--- src/rtl/riscv_pkg.sv ---
// ---------------------------------------------------------------------------
// riscv_pkg
// Shared encodings for the multicycle RV32I control path.
//   ctrl_state_t   : state encoding of the multicycle control FSM
//   OP_*           : major opcodes (instr[6:0]) handled by the controller
//   ALUOP_*        : internal ALU operation class, FSM -> alu_decoder
//   ALU_*          : ALUControl encodings seen by the datapath ALU
//   IMM_*          : ImmSrc immediate format selects
//   RES_*          : ResultSrc selects
//   SRCA_*/SRCB_*  : ALU operand selects
// ---------------------------------------------------------------------------
package riscv_pkg;

    typedef enum logic [3:0] {
        FETCH    = 4'd0,
        DECODE   = 4'd1,
        MEMADR   = 4'd2,
        MEMREAD  = 4'd3,
        MEMWB    = 4'd4,
        MEMWRITE = 4'd5,
        EXECUTER = 4'd6,
        EXECUTEI = 4'd7,
        ALUWB    = 4'd8,
        BRANCH   = 4'd9,
        JAL      = 4'd10
    } ctrl_state_t;

    // Major opcodes
    localparam logic [6:0] OP_LOAD   = 7'b0000011;
    localparam logic [6:0] OP_STORE  = 7'b0100011;
    localparam logic [6:0] OP_R      = 7'b0110011;
    localparam logic [6:0] OP_I      = 7'b0010011;
    localparam logic [6:0] OP_BRANCH = 7'b1100011;
    localparam logic [6:0] OP_JAL    = 7'b1101111;

    // ALU operation class produced by the FSM
    localparam logic [1:0] ALUOP_ADD   = 2'b00;
    localparam logic [1:0] ALUOP_SUB   = 2'b01;
    localparam logic [1:0] ALUOP_FUNCT = 2'b10;

    // ALUControl encodings
    localparam logic [2:0] ALU_ADD = 3'b000;
    localparam logic [2:0] ALU_SUB = 3'b001;
    localparam logic [2:0] ALU_AND = 3'b010;
    localparam logic [2:0] ALU_OR  = 3'b011;
    localparam logic [2:0] ALU_SLT = 3'b101;

    // Immediate formats
    localparam logic [1:0] IMM_I = 2'b00;
    localparam logic [1:0] IMM_S = 2'b01;
    localparam logic [1:0] IMM_B = 2'b10;
    localparam logic [1:0] IMM_J = 2'b11;

    // Result mux
    localparam logic [1:0] RES_ALUOUT    = 2'b00;
    localparam logic [1:0] RES_DATA      = 2'b01;
    localparam logic [1:0] RES_ALURESULT = 2'b10;

    // ALU operand muxes
    localparam logic [1:0] SRCA_PC    = 2'b00;
    localparam logic [1:0] SRCA_OLDPC = 2'b01;
    localparam logic [1:0] SRCA_RD1   = 2'b10;

    localparam logic [1:0] SRCB_RD2  = 2'b00;
    localparam logic [1:0] SRCB_IMM  = 2'b01;
    localparam logic [1:0] SRCB_FOUR = 2'b10;

endpackage

--- src/rtl/alu_decoder.sv ---
// ---------------------------------------------------------------------------
// alu_decoder
// Combinational translation of the FSM's ALU operation class into the
// datapath ALUControl code.
//   alu_op      in  2  ALUOP_ADD / ALUOP_SUB / ALUOP_FUNCT
//   funct3      in  3  instr[14:12]
//   funct7b5    in  1  instr[30]
//   op5         in  1  instr[5] (1 = register-register form)
//   alu_control out 3  ALUControl
// ---------------------------------------------------------------------------
module alu_decoder
    import riscv_pkg::*;
(
    input  logic [1:0] alu_op,
    input  logic [2:0] funct3,
    input  logic       funct7b5,
    input  logic       op5,
    output logic [2:0] alu_control
);

    always_comb begin
        alu_control = ALU_ADD;
        case (alu_op)
            ALUOP_ADD: alu_control = ALU_ADD;
            ALUOP_SUB: alu_control = ALU_SUB;
            ALUOP_FUNCT: begin
                case (funct3)
                    // instr[30] is only a sub selector for R-type; in
                    // I-type it is an immediate bit and must be ignored.
                    3'b000:  alu_control = (op5 & funct7b5) ? ALU_SUB : ALU_ADD;
                    3'b010:  alu_control = ALU_SLT;
                    3'b110:  alu_control = ALU_OR;
                    3'b111:  alu_control = ALU_AND;
                    default: alu_control = ALU_ADD;
                endcase
            end
            default: alu_control = ALU_ADD;
        endcase
    end

endmodule

--- src/rtl/multicycle_controller.sv ---
// ---------------------------------------------------------------------------
// multicycle_controller
// Moore-style control FSM for the multicycle RV32I datapath (shared ALU,
// unified memory port). Outputs are combinational from the state register,
// qualified by mem_ready / EQ / funct3 where the instruction needs it.
//   clk, rst            rising-edge clock, synchronous active-high reset
//   op, funct3, funct7b5 instruction fields from IR
//   EQ                  ALU equality flag, used only in BRANCH
//   mem_ready           memory handshake for FETCH / MEMREAD / MEMWRITE
//   PCWrite, IRWrite, RegWrite, MemWrite   write enables (0 while rst)
//   AdrSrc, ResultSrc, ALUSrcA, ALUSrcB    datapath mux selects
//   ALUControl          ALU operation
//   ImmSrc              immediate format, decoded from op in every state
//   illegal             one-cycle pulse in DECODE for unsupported opcodes
// ---------------------------------------------------------------------------
module multicycle_controller
    import riscv_pkg::*;
(
    input  logic       clk,
    input  logic       rst,
    input  logic [6:0] op,
    input  logic [2:0] funct3,
    input  logic       funct7b5,
    input  logic       EQ,
    input  logic       mem_ready,
    output logic       PCWrite,
    output logic       AdrSrc,
    output logic       MemWrite,
    output logic       IRWrite,
    output logic       RegWrite,
    output logic [1:0] ResultSrc,
    output logic [1:0] ALUSrcA,
    output logic [1:0] ALUSrcB,
    output logic [2:0] ALUControl,
    output logic [1:0] ImmSrc,
    output logic       illegal
);

    ctrl_state_t state_q;
    ctrl_state_t state_d;

    // Unqualified enables; rst gating is applied at the ports.
    logic       pc_write;
    logic       mem_write;
    logic       ir_write;
    logic       reg_write;
    logic       illegal_op;
    logic [1:0] alu_op;

    always_ff @(posedge clk) begin
        if (rst) begin
            state_q <= FETCH;
        end else begin
            state_q <= state_d;
        end
    end

    always_comb begin
        state_d    = state_q;
        pc_write   = 1'b0;
        mem_write  = 1'b0;
        ir_write   = 1'b0;
        reg_write  = 1'b0;
        illegal_op = 1'b0;
        AdrSrc     = 1'b0;
        ResultSrc  = RES_ALUOUT;
        ALUSrcA    = SRCA_PC;
        ALUSrcB    = SRCB_RD2;
        alu_op     = ALUOP_ADD;

        case (state_q)
            FETCH: begin
                // PC+4 goes straight back to PC through ALUResult while
                // the instruction word is latched into IR.
                AdrSrc    = 1'b0;
                ALUSrcA   = SRCA_PC;
                ALUSrcB   = SRCB_FOUR;
                alu_op    = ALUOP_ADD;
                ResultSrc = RES_ALURESULT;
                ir_write  = mem_ready;
                pc_write  = mem_ready;
                if (mem_ready) begin
                    state_d = DECODE;
                end
            end

            DECODE: begin
                // Precompute OldPC + imm so BRANCH/JAL find the target
                // in ALUOut.
                ALUSrcA = SRCA_OLDPC;
                ALUSrcB = SRCB_IMM;
                alu_op  = ALUOP_ADD;
                case (op)
                    OP_LOAD,
                    OP_STORE:  state_d = MEMADR;
                    OP_R:      state_d = EXECUTER;
                    OP_I:      state_d = EXECUTEI;
                    OP_BRANCH: state_d = BRANCH;
                    OP_JAL:    state_d = JAL;
                    default: begin
                        state_d    = FETCH;
                        illegal_op = 1'b1;
                    end
                endcase
            end

            MEMADR: begin
                ALUSrcA = SRCA_RD1;
                ALUSrcB = SRCB_IMM;
                alu_op  = ALUOP_ADD;
                // op[5] separates store (0100011) from load (0000011).
                state_d = op[5] ? MEMWRITE : MEMREAD;
            end

            MEMREAD: begin
                AdrSrc = 1'b1;
                if (mem_ready) begin
                    state_d = MEMWB;
                end
            end

            MEMWB: begin
                ResultSrc = RES_DATA;
                reg_write = 1'b1;
                state_d   = FETCH;
            end

            MEMWRITE: begin
                AdrSrc    = 1'b1;
                mem_write = 1'b1;
                if (mem_ready) begin
                    state_d = FETCH;
                end
            end

            EXECUTER: begin
                ALUSrcA = SRCA_RD1;
                ALUSrcB = SRCB_RD2;
                alu_op  = ALUOP_FUNCT;
                state_d = ALUWB;
            end

            EXECUTEI: begin
                ALUSrcA = SRCA_RD1;
                ALUSrcB = SRCB_IMM;
                alu_op  = ALUOP_FUNCT;
                state_d = ALUWB;
            end

            ALUWB: begin
                ResultSrc = RES_ALUOUT;
                reg_write = 1'b1;
                state_d   = FETCH;
            end

            BRANCH: begin
                ALUSrcA   = SRCA_RD1;
                ALUSrcB   = SRCB_RD2;
                alu_op    = ALUOP_SUB;
                ResultSrc = RES_ALUOUT;
                case (funct3)
                    3'b000:  pc_write = EQ;
                    3'b001:  pc_write = ~EQ;
                    default: pc_write = 1'b0;
                endcase
                state_d = FETCH;
            end

            JAL: begin
                // PC takes the target from ALUOut while the ALU forms
                // OldPC+4, which ALUWB then writes to rd.
                ALUSrcA   = SRCA_OLDPC;
                ALUSrcB   = SRCB_FOUR;
                alu_op    = ALUOP_ADD;
                ResultSrc = RES_ALUOUT;
                pc_write  = 1'b1;
                state_d   = ALUWB;
            end

            default: begin
                state_d = FETCH;
            end
        endcase
    end

    // Architectural writes are suppressed for the whole reset cycle so a
    // reset mid-instruction cannot commit anything.
    assign PCWrite  = pc_write   & ~rst;
    assign IRWrite  = ir_write   & ~rst;
    assign RegWrite = reg_write  & ~rst;
    assign MemWrite = mem_write  & ~rst;
    assign illegal  = illegal_op & ~rst;

    always_comb begin
        case (op)
            OP_LOAD,
            OP_I:      ImmSrc = IMM_I;
            OP_STORE:  ImmSrc = IMM_S;
            OP_BRANCH: ImmSrc = IMM_B;
            OP_JAL:    ImmSrc = IMM_J;
            default:   ImmSrc = 2'b00;
        endcase
    end

    alu_decoder u_alu_decoder (
        .alu_op      (alu_op),
        .funct3      (funct3),
        .funct7b5    (funct7b5),
        .op5         (op[5]),
        .alu_control (ALUControl)
    );

endmodule
--- config.mk ---
export PLATFORM = sky130hd
export DESIGN_NAME = multicycle_controller
export DESIGN_NICKNAME = d
export VERILOG_FILES = /design/src/rtl/riscv_pkg.sv /design/src/rtl/alu_decoder.sv /design/src/rtl/multicycle_controller.sv
export SDC_FILE = /design/constraint.sdc
export NUM_CORES = 1
export LEC_CHECK = 0
export CORE_ASPECT_RATIO = 1.25
export CORE_MARGIN = 2
export CORE_UTILIZATION = 39
export DETAILED_ROUTE_END_ITERATION = 10
export GPL_ROUTABILITY_DRIVEN = 0
export PLACE_DENSITY = 0.78
export SETUP_SLACK_MARGIN = 0.02
export SYNTH_ARGS = -nofsm -noshare
export SYNTH_HDL_FRONTEND = slang
export SYNTH_SLANG_ARGS = --single-unit
--- constraint.sdc ---
create_clock -name clk -period 1.8 [get_ports clk]
set_input_delay 0.18 -clock clk [delete_from_list [all_inputs] [get_ports clk]]
set_output_delay 0.18 -clock clk [all_outputs]
set_load 0.01 [all_outputs]
* Word level (Yosys, flattened, before mapping)
Index checks and enable logic that the tools add are counted.
Word-level totals: input port bits 15, output and inout bits 17, flip-flop bits (word level) 4
Operators by class: bitwise operators 8, equal/unequal tests 25, muxes and demuxes 22, reductions and logical operators 13
Operators with widths (count):
- $pmux 4 s6 | 1
- $pmux 4 s5 | 1
- $eq 4x3->1 const B | 4
- $pmux 2 s2 | 4
- $eq 7x6->1 const B | 2
- $eq 7x7->1 const B | 2
- $eq 4x4->1 const B | 3
- $mux 4 | 3
- $pmux 3 s4 | 1
- $reduce_or 2->1 | 6
- $eq 4x2->1 const B | 2
- $eq 7x2->1 const B | 1
- $eq 7x5->1 const B | 1
- $mux 1 | 7
- $and 1x1->1 | 6
- $eq 3x3->1 const B | 2
- $ne 2x2->1 const B | 3
- $pmux 2 s3 | 1
- $pmux 3 s2 | 1
- $reduce_or 3->1 | 2
- $reduce_or 6->1 | 1
- $eq 4x1->1 const B | 1
- $logic_not 4->1 | 1
- $reduce_or 4->1 | 1
- 10 further kinds | 11

* Logic depth before layout (Yosys ltp)
Gate-level depths: netlist of the first run.
depth after elaboration 5, gate-level depth with buffers 7

* Cells and area by module
Synthesis of the first run repeated with hierarchy kept, for this count alone.
Second synthesis, totals: cell total of the unflattened synthesis 102, area total of the unflattened synthesis 708.2 sq um
By module, submodules not included:
- multicycle_controller | area each 611.8 sq um, times used 1, cells an instance 91, seq. area each 80.1 sq um
- alu_decoder | area each 96.3 sq um, times used 1, cells an instance 11, seq. area each 0.0 sq um

* Worst setup path after synthesis of the first run
OpenSTA, ideal clock, no wires.
path type register -> output, start register state_q[2], end output ALUControl[1], buffers on the path 1, path slack 0.154 ns, stages on the path, launching flop included 6, required time 1.620 ns, arrival 1.466 ns, cells stage by stage dfxtp_1 -> clkbuf_1 -> inv_1 -> nor2_1 -> ha_1 -> nor3_1
On the way: longest elaborated chain between the ends 5, elaborated cells between the ends (all ways) 8
RTL lines:
- from (decl) | line multicycle_controller.sv:39 | ctrl_state_t state_q;
- from (signal assigned) | line multicycle_controller.sv:54 | state_q <= state_d;
- $eq 4x3->1 | line multicycle_controller.sv:71 | case (state_q)
- $reduce_or 2->1 (no line)
- $pmux 2 s2 * | line multicycle_controller.sv:71
- $eq 2x2->1 or $eq 2x1->1 (tied branches) | line alu_decoder.sv:23 | case (alu_op)
- $pmux 3 s2 * | line alu_decoder.sv:23
- to (decl) | line multicycle_controller.sv:34 | output logic [2:0] ALUControl,
Every way passes the cells marked *; elsewhere a longest branch is shown, timed or not.

* Worst setup path in the final report of the first run
start register state_q[0], end output PCWrite
On the way: longest elaborated chain between the ends 3, elaborated cells between the ends (all ways) 5
RTL lines:
- $eq 4x4->1 or $logic_not 4->1 (tied branches) | line multicycle_controller.sv:71
- $pmux 1 s3 * | line multicycle_controller.sv:71
- $and 1x1->1 * | line multicycle_controller.sv:188 | assign PCWrite = pc_write & ~rst;
- to (decl) | line multicycle_controller.sv:26 | output logic PCWrite,
Marked as above.

==> results of run 1 <==
==> cells by family after synthesis <==
logic type	synth area share, %
DFF	12.3
AOI/OAI and AO/OA	30.1
and+or+nand+nor	40.4
adders and majority gates	3.83
buffers and inverters	8.05
xor gates and xnor gates	5.36
==> metrics by stage <==
stage                     power (uW)  setup slack (ns)
after detailed placement         270            -0.277
after global routing             420           -0.0735
after CTS                        384            -0.130
after global placement           265            -0.189
final                            399           -0.0191
after floorplan                  158             0.154
==> power by group <==
group | switching (uW) | total, uW | internal [uW]
Sequential | 1.49 | 92.8 | 91.3
Clock | 44.6 | 120 | 75.1
Combinational | 83.6 | 186 | 103
==> routing by layer <==
layer	track usage, %	wire (um)	up-vias
li1	-	-	495
met1	30.7	1110	486
met2	48.9	1480	39
met3	4.50	116	6
met4	8.33	45	0
met5	0	0	-
==> what timing repair did <==
item | CTS | global route
hold endpoints to repair | 0 | 0
hold buffers | 0 | 0
setup buffers | 0 | 4
pin swaps | 3 | 5
gates resized for setup | 33 | 27
endpoints found under the setup margin | 18 | 10
==> worst max path at each step <==
stage	from	endpoint	slack, ns	depth (start not counted)
3_3_place_gp	op[5]	ImmSrc[1]	-0.19	5
2_1_floorplan	state_q[2]$_SDFFE_PP0P_	ALUControl[1]	0.15	5
5_1_grt	state_q[0]$_SDFFE_PP0P_	PCWrite	-0.07	5
4_1_cts	state_q[0]$_SDFFE_PP0P_	PCWrite	-0.13	5
3_5_place_dp	funct3[0]	PCWrite	-0.28	5
6_report	state_q[0]$_SDFFE_PP0P_	PCWrite	-0.02	5
==> area by class of cell <==
| type | instances | area share (%) |
|---|---|---|
| clock buffers | 3 | 1.76 |
| inverters | 8 | 2.34 |
| multi-input cells | 85 | 46.2 |
| flip-flops and latches | 4 | 6.54 |
| well taps | 18 | 1.76 |
| repair buffers | 64 | 41.4 |
==> synthesized netlist by cell type (2+ instances only) <==
master	number	area, um2
nor2_1	10	37.5
nand2_1	9	33.8
inv_1	8	30.0
nand2b_1	7	43.8
nor3_1	7	35.0
a21oi_1	6	30.0
o21ai_0	6	30.0
clkbuf_1	5	18.8
dfxtp_1	4	80.1
nor4_1	4	25.0
a31oi_1	3	18.8
xnor2_1	3	26.3
a211o_1	2	17.5
a211oi_1	2	15.0
a21o_1	2	15.0
ha_1	2	25.0
nand3b_1	2	15.0
nor2b_1	2	12.5
or2_2	2	12.5
or3_1	2	12.5
or4_1	2	15.0
==> worst reg2reg max path, stage by stage (launching register included) <==
cell      delay (ns)
dfxtp_1         0.35
buf_6           0.16
or4b_4          0.52
or4_4           0.43
a221oi_2        0.25
==> results_tabular.tex, run 1 <==
\begin{tabular}{lr}
\hline
Metric & Value \\
\hline
\multicolumn{2}{l}{\textbf{Global route}} \\
\quad Tot GR Track Use & 27.5\% \\
\quad Total congestion overflow after global routing & 0 \\
\quad Pin count of the biggest net entering global routing & 16 \\
\quad Global-route wire length before repair & 3950 um \\
\quad Initial antenna violation count & 0 \\
\quad Vias in the first global route & 960 \\
\multicolumn{2}{l}{\textbf{Final layout}} \\
\quad Commonest cells after routing, fill and taps aside & buf\_4, clkdlybuf4s50\_1, nand2\_1, nor2\_1, inv\_1 \\
\quad Final-stage net count & 183 \\
\quad End-of-flow core utilization & 82.1\% \\
\quad Antenna Cells & 0 \\
\quad Combined area of the multi-input logic cells & 592 um2 \\
\quad Top register by number of flip-flops & state\_q \\
\quad Design area & 0.00128 mm2 \\
\quad Final standard cell count with taps included and fillers excluded & 182 \\
\quad Biggest regs & state\_q: 4 flops \\
\quad Max FFs per register & 4 \\
\quad Fraction of layout cells with a size suffix above 1 & 39.0\% \\
\quad \# fillers & 106 \\
\quad Sequential Area & 83.8 um2 \\
\quad Most common library cell in the layout ignoring fill and taps & buf\_4 \\
\quad Area added between synthesis and finish & 96.2\% \\
\multicolumn{2}{l}{\textbf{Clocking}} \\
\quad Root Driver & clkbuf\_4 \\
\quad Clk\_lat worst skew & 0.24 ns \\
\quad Clock slew at the register clock pins of the worst setup and hold paths & 0.04 ns \\
\quad TritonCTS Sinks & 4 \\
\quad Number of buffers inserted during clock tree synthesis & 3 \\
\quad Number of buffers on the longest clock path & 2 \\
\quad TritonCTS clock tree & built \\
\quad CTS H-tree lvls & 1 \\
\multicolumn{2}{l}{\textbf{Timing}} \\
\quad Layout Skew & 0.00231 ns \\
\quad Final critical delay including setup and external delays & 1.82 ns \\
\quad Worst path setup slack after routing & -0.0191 ns \\
\quad Worst-case hold slack & 0.521 ns \\
\quad FMAX & 0.550 GHz \\
\quad Final hold violation count & 0 \\
\quad Slew @ Worst Pin & 0.314 ns \\
\quad Total of endpoints with negative setup slack in the final report & 2 \\
\quad Final slew viol count & 0 \\
\quad Setup repair after global routing missed its margin & yes \\
\quad Share of the clock period used by the worst path after layout & 101\% \\
\quad Total Neg Setup Slack & -0.0256 ns \\
\quad Relative slew margins & 78.9\% \\
\multicolumn{2}{l}{\textbf{Critical path}} \\
\quad Required time at the worst-slack endpoint & 1.62 ns \\
\quad Startpoint type of the worst setup path & register \\
\quad Setup slack of the most critical reg-to-reg path & -0.01 ns \\
\quad Top fanout value on the critical path & 3 \\
\quad Cells along the critical path & nor2b\_4 -> nand3b\_1 -> or4\_4 -> a21oi\_2 -> buf\_2 \\
\quad Buffers \& Inverters on Critical Path & 1 \\
\quad Launching point of the worst reg2reg path & state\_q[1]\$\_SDFFE\_PP0P\_ \\
\quad Slowest library cell on the worst path & or4\_4 \\
\quad Delay-heaviest family, CP & simple AND/OR/NAND/NOR gates \\
\quad Worst flop-to-flop path endpoint & state\_q[3]\$\_SDFFE\_PP0P\_ \\
\quad Crit path arrival time & 1.64 ns \\
\quad Count of cells along the worst register-to-register path & 4 \\
\quad Kind of end point of the critical path & primary output \\
\quad CP peak stage delay & 0.55 ns \\
\quad Classification of the worst setup path & register to primary output \\
\multicolumn{2}{l}{\textbf{Die}} \\
\quad Die Y & 49.8 um \\
\quad Number of cell rows & 16 \\
\quad Boundary pin count & 32 \\
\quad Effective utilization at floorplan & 41.8\% \\
\quad Core region area & 0.00156 mm2 \\
\quad Floorplan die area & 0.00202 mm2 \\
\quad Horizontal extent of the die & 40.6 um \\
\multicolumn{2}{l}{\textbf{Drt}} \\
\quad Residual antenna-violating net count after detailed routing & 0 \\
\quad DRC violations left & 0 \\
\quad Violation count after the first detailed-routing iteration & 33 \\
\quad Vias per std cell & 5.64 \\
\quad Length of the first detailed-routing pass in iterations & 4 \\
\quad Via count & 1026 \\
\quad Post-DR wirelength/cell & 15.1 um \\
\quad Total detailed-routing wirelength & 2750 um \\
\multicolumn{2}{l}{\textbf{Synth}} \\
\quad Top\_reg\_cell synth & dfxtp\_1 \\
\quad Distinct cell type count after synthesis & 34 \\
\quad Post-Syn Nets & 120 \\
\quad Sequential fraction of the synthesis area & 12.3\% \\
\quad Register bit count reported by yosys & 4 \\
\quad Post-Syn Instances & 103 \\
\quad EDFF count, synth & 0 \\
\quad Post-synthesis async set-or-reset flop share & 0\% \\
\quad Synthesized area per cell & 6.34 um2 \\
\quad Mapped cell area & 653 um2 \\
\quad Synthesis Warnings & 0 \\
\multicolumn{2}{l}{\textbf{Min path}} \\
\quad Hold EP & state\_q[1]\$\_SDFFE\_PP0P\_ \\
\quad Cell depth of the worst min-delay path & 5 \\
\quad Worst min-delay path startpoint & op[5] \\
\quad Class of the tightest hold or removal check & input port to register \\
\multicolumn{2}{l}{\textbf{Power}} \\
\quad Leakage power figure & 0.000599 uW \\
\quad Worst VDD drop & 290 uV \\
\quad Power density over the cells & 311 mW/mm2 \\
\multicolumn{2}{l}{\textbf{Place}} \\
\quad Total half-perimeter wirelength after legalization and detailed placement & 1880 um \\
\quad Total of buffers placed on input and output ports & 31 \\
\quad Area post-placement & 0.00118 mm2 \\
\quad Total instance count after detailed placement & 175 \\
\multicolumn{2}{l}{\textbf{Run}} \\
\quad Max cap viols & 0 \\
\multicolumn{2}{l}{\textbf{Outcome}} \\
\quad Run status & complete, but fails checks \\
\quad Violated checks & setup timing \\
\hline
\end{tabular}
Power figures use the tool's default switching activity.
==> run 2: changes to the inputs <==
Clock period 1.8 ns to 1.7 ns, I/O delays scaled along.
==> run 2 against run 1 <==
Compared with the run above: the flow still finishes with violations (setup timing); sequential share of layout area decreased by 0.28 points; final cell count increased by 1.6%; register-to-register slack got worse by 0.12 ns; routed wire length increased by 3.7%; critical endpoint is now state_q[3]$_SDFFE_PP0P_; largest cell class unchanged; largest power group unchanged.
==> results_tabular.tex, run 2 (same netlist as run 1, synthesis figures left out) <==
\begin{tabular}{lr}
\hline
Metric & Value \\
\hline
\multicolumn{2}{l}{\textbf{Clocking}} \\
\quad TritonCTS Sinks & 4 (unchanged) \\
\quad CTS H-tree lvls & 1 (unchanged) \\
\quad Number of buffers inserted during clock tree synthesis & 3 (unchanged) \\
\quad Clock slew at the register clock pins of the worst setup and hold paths & 0.04 ns (about the same) \\
\quad Root Driver & clkbuf\_4 \\
\quad Hold\_buf cts & 0 (unchanged) \\
\quad Number of buffers on the longest clock path & 2 (unchanged) \\
\quad Clk\_lat worst skew & 0.24 ns (about the same) \\
\quad TritonCTS clock tree & built \\
\multicolumn{2}{l}{\textbf{Power}} \\
\quad Relative contribution of combinational cells to total power & 48.0\% (+1.3 points) \\
\quad Leakage power figure & 0.000607 uW (+1.3\%) \\
\quad Worst VDD drop & 425 uV (+47\%) \\
\quad Net switching share of the total power & 33.1\% (+0.55 points) \\
\quad Share of total power in the clock network & 29.3\% (-0.7 points) \\
\quad Internal Pwr Total & 287 uW (+6.6\%) \\
\quad Share of power burned in registers & 22.7\% (-0.6 points) \\
\quad Net switching power & 142 uW (+9.3\%) \\
\quad Power density over the cells & 325 mW/mm2 (+4.4\%) \\
\multicolumn{2}{l}{\textbf{Timing}} \\
\quad Slew @ Worst Pin & 0.315 ns (+0.000530 ns) \\
\quad Worst path setup slack after routing & -0.134 ns (-0.115 ns) \\
\quad FMAX & 0.545 GHz \\
\quad Final critical delay including setup and external delays & 1.83 ns \\
\quad Final hold violation count & 0 (unchanged) \\
\quad Setup repair after global routing missed its margin & yes \\
\quad Share of the clock period used by the worst path after layout & 108\% \\
\quad Layout Skew & 0.00137 ns (-0.000940 ns) \\
\quad Worst-case hold slack & 0.397 ns (-0.124 ns) \\
\quad Total of endpoints with negative setup slack in the final report & 7 (+5) \\
\quad Relative slew margins & 78.9\% (about the same) \\
\quad Final slew viol count & 0 (unchanged) \\
\multicolumn{2}{l}{\textbf{Critical path}} \\
\quad WP depth & 5 (unchanged) \\
\quad Required time at the worst-slack endpoint & 1.85 ns (+0.23 ns) \\
\quad Delay-heaviest family, CP & simple AND/OR/NAND/NOR gates \\
\quad Setup slack of the most critical reg-to-reg path & -0.13 ns (-0.12 ns) \\
\quad Classification of the worst setup path & register to register \\
\quad Startpoint type of the worst setup path & register \\
\quad Launching point of the worst reg2reg path & state\_q[2]\$\_SDFFE\_PP0P\_ \\
\quad Crit path arrival time & 1.98 ns (+0.34 ns) \\
\quad Slowest library cell on the worst path & or4b\_4 \\
\quad Kind of end point of the critical path & register \\
\quad Cells along the critical path & buf\_6 -> buf\_6 -> or4b\_4 -> or4\_4 -> a221oi\_2 \\
\quad Capture point of the critical path & state\_q[3]\$\_SDFFE\_PP0P\_ \\
\quad Buffers \& Inverters on Critical Path & 2 (+1) \\
\quad Worst setup path startpoint & state\_q[2]\$\_SDFFE\_PP0P\_ \\
\quad Worst flop-to-flop path endpoint & state\_q[3]\$\_SDFFE\_PP0P\_ \\
\quad Count of cells along the worst register-to-register path & 5 (+1) \\
\quad Top fanout value on the critical path & 7 (+4) \\
\quad Most used cell, CP & buf\_6 \\
\quad CP peak stage delay & 0.49 ns (-0.06 ns) \\
\multicolumn{2}{l}{\textbf{Final layout}} \\
\quad Area added between synthesis and finish & 102\% \\
\quad Commonest cells after routing, fill and taps aside & buf\_4, clkdlybuf4s50\_1, nor2\_1, buf\_2 \\
\quad Max FFs per register & 4 (unchanged) \\
\quad Biggest regs & state\_q: 4 flops \\
\quad Antenna Cells & 0 (unchanged) \\
\quad \# fillers & 91 (-14\%) \\
\quad Sequential Area & 82.6 um2 (-1.5\%) \\
\quad Top register by number of flip-flops & state\_q \\
\quad Final-stage net count & 186 (+1.6\%) \\
\quad Combined area of the multi-input logic cells & 608 um2 (+2.7\%) \\
\quad Most common library cell in the layout ignoring fill and taps & buf\_4 \\
\quad Fraction of layout cells with a size suffix above 1 & 41.9\% (+2.9 points) \\
\multicolumn{2}{l}{\textbf{Die}} \\
\quad Number of cell rows & 16 (unchanged) \\
\quad Core region area & 0.00156 mm2 (unchanged) \\
\quad Horizontal extent of the die & 40.6 um (unchanged) \\
\quad Floorplan die area & 0.00202 mm2 (unchanged) \\
\quad Die Y & 49.8 um (unchanged) \\
\quad Effective utilization at floorplan & 41.8\% (unchanged) \\
\quad Boundary pin count & 32 (unchanged) \\
\multicolumn{2}{l}{\textbf{Drt}} \\
\quad Post-DR wirelength/cell & 15.4 um (+2.0\%) \\
\quad Via count & 1096 (+6.8\%) \\
\quad Residual antenna-violating net count after detailed routing & 0 (unchanged) \\
\quad Total detailed-routing wirelength & 2850 um (+3.7\%) \\
\quad Violation count after the first detailed-routing iteration & 35 (+6.1\%) \\
\quad Length of the first detailed-routing pass in iterations & 4 (unchanged) \\
\quad Vias per std cell & 5.92 (+5.1\%) \\
\quad DRC violations left & 0 (unchanged) \\
\multicolumn{2}{l}{\textbf{Run}} \\
\quad Max cap viols & 0 (unchanged) \\
\multicolumn{2}{l}{\textbf{Outcome}} \\
\quad Violated checks & setup timing \\
\quad Run status & complete, but fails checks \\
\multicolumn{2}{l}{\textbf{Global route}} \\
\quad Vias in the first global route & 1053 (+9.7\%) \\
\quad Total congestion overflow after global routing & 0 (unchanged) \\
\quad Tot GR Track Use & 30.4\% (+2.9 points) \\
\quad Global-route wire length before repair & 4400 um (+11\%) \\
\quad Pin count of the biggest net entering global routing & 16 (unchanged) \\
\quad Initial antenna violation count & 0 (unchanged) \\
\multicolumn{2}{l}{\textbf{Place}} \\
\quad Worst slack, placed & -0.280 ns (-0.00326 ns) \\
\quad Total half-perimeter wirelength after legalization and detailed placement & 1920 um (+2.4\%) \\
\quad Total of buffers placed on input and output ports & 31 (unchanged) \\
\multicolumn{2}{l}{\textbf{Min path}} \\
\quad Class of the tightest hold or removal check & input port to register \\
\hline
\end{tabular}
==> run 2: changes by cell type in the layout (fill, tap and decap cells not counted), moves of 2 or more <==
cell / change
buf_2: +6
nor4_4: +2
nor4_2: -2
clkdlybuf4s15_2: +2
buf_4: +2
clkbuf_2: -4
dlygate4sd2_1: -3
==> run 2: worst min-delay path, delay by kind of cell <==
kind,cells,cell delay [ns]
buffers and inverters,2,0.23
AOI/OAI and AO/OA,2,0.20
==> run 2: power groups by stage <==
stage / sequential [uW] / combinational (uW) / clock, uW
2_1_floorplan: 100 / 67.4 / 0
3_3_place_gp: 98.7 / 184 / 0
3_5_place_dp: 99.1 / 187 / 0
4_1_cts: 97.4 / 191 / 128
5_1_grt: 97.1 / 220 / 137
6_report: 97.5 / 206 / 126
==> run 2: stage by stage <==
| stage | TNS, ns | instance area [um2] | cells | utilization, % | power [uW] |
|---|---|---|---|---|---|
| 6_report | -0.623 | 1320 | 185 | 84.5 | 429 |
| 2_1_floorplan | 0 | 653 | 103 | - | 167 |
| 4_1_cts | -0.336 | 1290 | 184 | 82.6 | 416 |
| 3_5_place_dp | -2.52 | 1200 | 178 | 77.1 | 286 |
| 5_1_grt | -1.21 | 1320 | 185 | 84.5 | 455 |
| 3_3_place_gp | -2.13 | 1200 | 178 | 77.1 | 282 |
==> run 2: cell type report <==
class	count	share of cell area (%)
tap	18	1.71
multi-input combinational	85	46.1
clock buffer	3	1.71
inverter	8	2.28
sequential	4	6.26
timing repair buffer	67	41.9
==> run 2: routing by layer <==
layer  global-route usage, %  up-vias  share of wire (%)
met5                       0        -                  0
met4                    10.0        0                3.3
met3                    7.66       15                5.9
met2                    53.7       55                 54
met1                    32.4      523                 37
li1                        -      503                  -
==> run 2: worst min path at each step <==
stage                                        from                 endpoint  slack [ns]  cells past startpoint
after detailed placement  state_q[1]$_SDFFE_PP0P_  state_q[3]$_SDFFE_PP0P_        0.69                      3
after global routing                        op[4]  state_q[2]$_SDFFE_PP0P_        0.45                      4
final                                       op[4]  state_q[2]$_SDFFE_PP0P_        0.40                      4
after CTS                                   op[0]  state_q[1]$_SDFFE_PP0P_        0.67                      4
after floorplan                             op[0]  state_q[1]$_SDFFE_PP0P_        0.35                      2
after global placement    state_q[1]$_SDFFE_PP0P_  state_q[3]$_SDFFE_PP0P_        0.67                      3
==> run 2: repair_timing <==
action / CTS / global route
buffers inserted: 3 / 1
gates resized for setup: 69 / 10
setup endpoints to repair: 20 / 14
pin swaps: 3 / 4
==> run 3: changes to the inputs <==
Settings changed: CORE_UTILIZATION 39 to 40, CTS_BUF_LIST from default to sky130_fd_sc_hd__clkbuf_4 sky130_fd_sc_hd__clkbuf_8 sky130_fd_sc_hd__clkbuf_16, DONT_BUFFER_PORTS from default to 1, PLACE_DENSITY 0.78 to default.
==> run 3 against run 2 <==
Compared with the run above: the flow now finishes without violations; maximum frequency increased by 7.9%; first-iteration DRC count decreased by 46%; via count decreased by 25%; routed wire length decreased by 27%; clock-buffer cell count unchanged; sequential share of layout area increased by 3.0 points; die area decreased by 2.3%; register-to-register slack improved by 0.13 ns; final area decreased by 31%; largest power group is now clock.
==> results_tabular.tex, run 3 (same netlist as run 1, synthesis figures left out) <==
\begin{tabular}{lr}
\hline
Metric & Value \\
\hline
\multicolumn{2}{l}{\textbf{Final layout}} \\
\quad Sequential Area & 83.8 um2 (+1.5\%) \\
\quad Area added between synthesis and finish & 39.3\% \\
\quad Final standard cell count with taps included and fillers excluded & 135 (-27\%) \\
\quad Commonest cells after routing, fill and taps aside & buf\_4, nand2\_1, nor2\_1 \\
\quad Biggest regs & state\_q: 4 flops \\
\quad Antenna Cells & 0 (unchanged) \\
\quad Combined area of the multi-input logic cells & 607 um2 (-0.21\%) \\
\quad Most common library cell in the layout ignoring fill and taps & buf\_4 \\
\quad \# fillers & 137 (+51\%) \\
\quad Fraction of layout cells with a size suffix above 1 & 30.8\% (-11 points) \\
\quad Max FFs per register & 4 (unchanged) \\
\quad Top register by number of flip-flops & state\_q \\
\quad Final-stage net count & 136 (-27\%) \\
\multicolumn{2}{l}{\textbf{Place}} \\
\quad Worst slack, placed & 0.0479 ns (+0.328 ns) \\
\quad Total of buffers placed on input and output ports & 0 (-100\%) \\
\quad Total instance count after detailed placement & 124 (-30\%) \\
\quad Total half-perimeter wirelength after legalization and detailed placement & 1430 um (-26\%) \\
\multicolumn{2}{l}{\textbf{Critical path}} \\
\quad Launching point of the worst reg2reg path & state\_q[3]\$\_SDFFE\_PP0P\_ \\
\quad Count of cells along the worst register-to-register path & 3 (-2) \\
\quad Kind of end point of the critical path & register \\
\quad Startpoint type of the worst setup path & register \\
\quad Classification of the worst setup path & register to register \\
\quad Crit path arrival time & 1.85 ns (-0.13 ns) \\
\quad Top fanout value on the critical path & 2 (-5) \\
\quad Worst setup path startpoint & state\_q[3]\$\_SDFFE\_PP0P\_ \\
\quad Required time at the worst-slack endpoint & 1.85 ns (about the same) \\
\multicolumn{2}{l}{\textbf{Global route}} \\
\quad Initial antenna violation count & 0 (unchanged) \\
\quad Total congestion overflow after global routing & 0 (unchanged) \\
\quad Vias in the first global route & 740 (-30\%) \\
\quad Tot GR Track Use & 21.8\% (-8.6 points) \\
\quad Pin count of the biggest net entering global routing & 14 (-2) \\
\quad Global-route wire length before repair & 3020 um (-31\%) \\
\multicolumn{2}{l}{\textbf{Die}} \\
\quad Effective utilization at floorplan & 42.4\% (+0.54 points) \\
\quad Number of cell rows & 16 (unchanged) \\
\quad Core region area & 0.00154 mm2 (-1.3\%) \\
\quad Horizontal extent of the die & 40.1 um (-1.1\%) \\
\quad Boundary pin count & 32 (unchanged) \\
\quad Floorplan die area & 0.00197 mm2 (-2.3\%) \\
\quad Die Y & 49.2 um (-1.2\%) \\
\multicolumn{2}{l}{\textbf{Power}} \\
\quad Relative contribution of combinational cells to total power & 31.4\% (-17 points) \\
\quad Worst VDD drop & 278 uV (-35\%) \\
\quad Leakage power figure & 0.000346 uW (-43\%) \\
\quad Share of total power in the clock network & 37.8\% (+8.5 points) \\
\quad Net switching share of the total power & 31.1\% (-2.0 points) \\
\quad Overall Power & 320 uW (-25\%) \\
\quad Share of power burned in registers & 30.9\% (+8.2 points) \\
\quad Internal Pwr Total & 220 uW (-23\%) \\
\quad Power density over the cells & 351 mW/mm2 (+8.2\%) \\
\quad Net switching power & 99.3 uW (-30\%) \\
\multicolumn{2}{l}{\textbf{Timing}} \\
\quad Total Neg Setup Slack & 0 ns (+0.623 ns) \\
\quad Layout Skew & 0.00616 ns (+0.00479 ns) \\
\quad Setup repair after global routing missed its margin & yes \\
\quad Final hold violation count & 0 (unchanged) \\
\quad Share of the clock period used by the worst path after layout & 100\% (-7.9 points) \\
\quad Slew @ Worst Pin & 0.372 ns (+0.0573 ns) \\
\quad FMAX & 0.588 GHz (+7.9\%) \\
\quad Final critical delay including setup and external delays & 1.70 ns (-0.134 ns) \\
\quad Total of endpoints with negative setup slack in the final report & 0 (-7) \\
\quad Worst-case hold slack & 0.122 ns (-0.275 ns) \\
\quad Relative slew margins & 74.9\% (-4.0 points) \\
\quad Final slew viol count & 0 (unchanged) \\
\quad Worst path setup slack after routing & 0.000253 ns (+0.134 ns) \\
\multicolumn{2}{l}{\textbf{Drt}} \\
\quad Via count & 826 (-25\%) \\
\quad Highest routed layer & met4 \\
\quad Wire length on met1 & 853 um (-18\%) \\
\quad Total met2 wirelength after detailed routing & 1070 um (-31\%) \\
\quad Total detailed-routing wirelength & 2100 um (-27\%) \\
\quad Violation count after the first detailed-routing iteration & 19 (-46\%) \\
\quad Met3 wire length & 124 um (-27\%) \\
\quad Vias per std cell & 6.12 (+3.3\%) \\
\quad Post-DR wirelength/cell & 15.5 um (+0.68\%) \\
\quad Length of the first detailed-routing pass in iterations & 4 (unchanged) \\
\quad Residual antenna-violating net count after detailed routing & 0 (unchanged) \\
\quad DRC violations left & 0 (unchanged) \\
\multicolumn{2}{l}{\textbf{Clocking}} \\
\quad Clock slew at the register clock pins of the worst setup and hold paths & 0.03 ns (about the same) \\
\quad Number of buffers on the longest clock path & 2 (unchanged) \\
\quad Number of buffers inserted during clock tree synthesis & 3 (unchanged) \\
\quad CTS H-tree lvls & 1 (unchanged) \\
\quad TritonCTS Sinks & 4 (unchanged) \\
\quad Root Driver & clkbuf\_4 \\
\quad TritonCTS clock tree & built \\
\quad Clk\_lat worst skew & 0.24 ns (about the same) \\
\multicolumn{2}{l}{\textbf{Outcome}} \\
\quad Run status & completed \\
\multicolumn{2}{l}{\textbf{Run}} \\
\quad Max cap viols & 0 (unchanged) \\
\multicolumn{2}{l}{\textbf{Min path}} \\
\quad Worst min-delay path startpoint & rst \\
\quad Cell depth of the worst min-delay path & 2 (-2) \\
\quad Class of the tightest hold or removal check & input port to register \\
\hline
\end{tabular}
## run 3: cell types whose count changed in the layout (fill, tap and decap cells not counted), moves of 2 or more
cell / delta
buf_2: -9
buf_4: -20
clkdlybuf4s15_1: -2
clkdlybuf4s15_2: -2
clkdlybuf4s50_1: -12
dlygate4sd2_1: -4
dlygate4sd3_1: +2
dlymetal6s2s_1: -2
nor4_4: -2
## run 3: per-stage QoR
stage          cell area [um2]  util, %
6_report                   910     59.0
5_1_grt                    910     59.0
4_1_cts                    852     55.3
3_5_place_dp               721     46.8
3_3_place_gp               721     46.8
2_1_floorplan              653        -
## run 3: metal layers
layer	global-route usage (%)	up-vias
met5	0	-
met4	12.1	0
met3	7.31	7
met2	33.6	31
met1	24.7	388
li1	-	400
## run 3: worst max-delay path: stages, from the launching register on
cell and delay, ns:
dfxtp_1 0.31, or4b_1 0.58, or4_4 0.45, a221oi_2 0.27
## run 3: worst paths after layout
path	slack, ns	end
min reg2reg	0.67	state_q[1]$_SDFFE_PP0P_
max	0.0003	state_q[3]$_SDFFE_PP0P_
max reg2reg	0.0003	state_q[3]$_SDFFE_PP0P_
min	0.12	state_q[2]$_SDFFE_PP0P_
## run 3: final cells by class
cell class | instances | share of cell area [%]
clock buffer | 3 | 2.48
timing repair buffer | 17 | 15.8
multi-input combinational | 85 | 66.7
inverter | 8 | 3.30
sequential | 4 | 9.22
tap | 18 | 2.48
## run 3: power groups by stage
| stage | registers [uW] | clock network [uW] | logic [uW] |
|---|---|---|---|
| detailed placement | 99.4 | 0 | 83.4 |
| global route | 98.7 | 127 | 108 |
| CTS | 98.6 | 122 | 89.9 |
| floorplan | 100 | 0 | 67.4 |
| global placement | 99.4 | 0 | 82.5 |
| finish | 98.7 | 121 | 100 |
## run 3: timing repair
action | CTS | global route
gates resized for setup | 13 | 9
pin swaps | 4 | 3
buffers inserted | 6 | 0
hold buffers | 1 | 1
endpoints found under the setup margin | 5 | 7
cloned | 0 | 0
hold endpoints to repair | 1 | 1
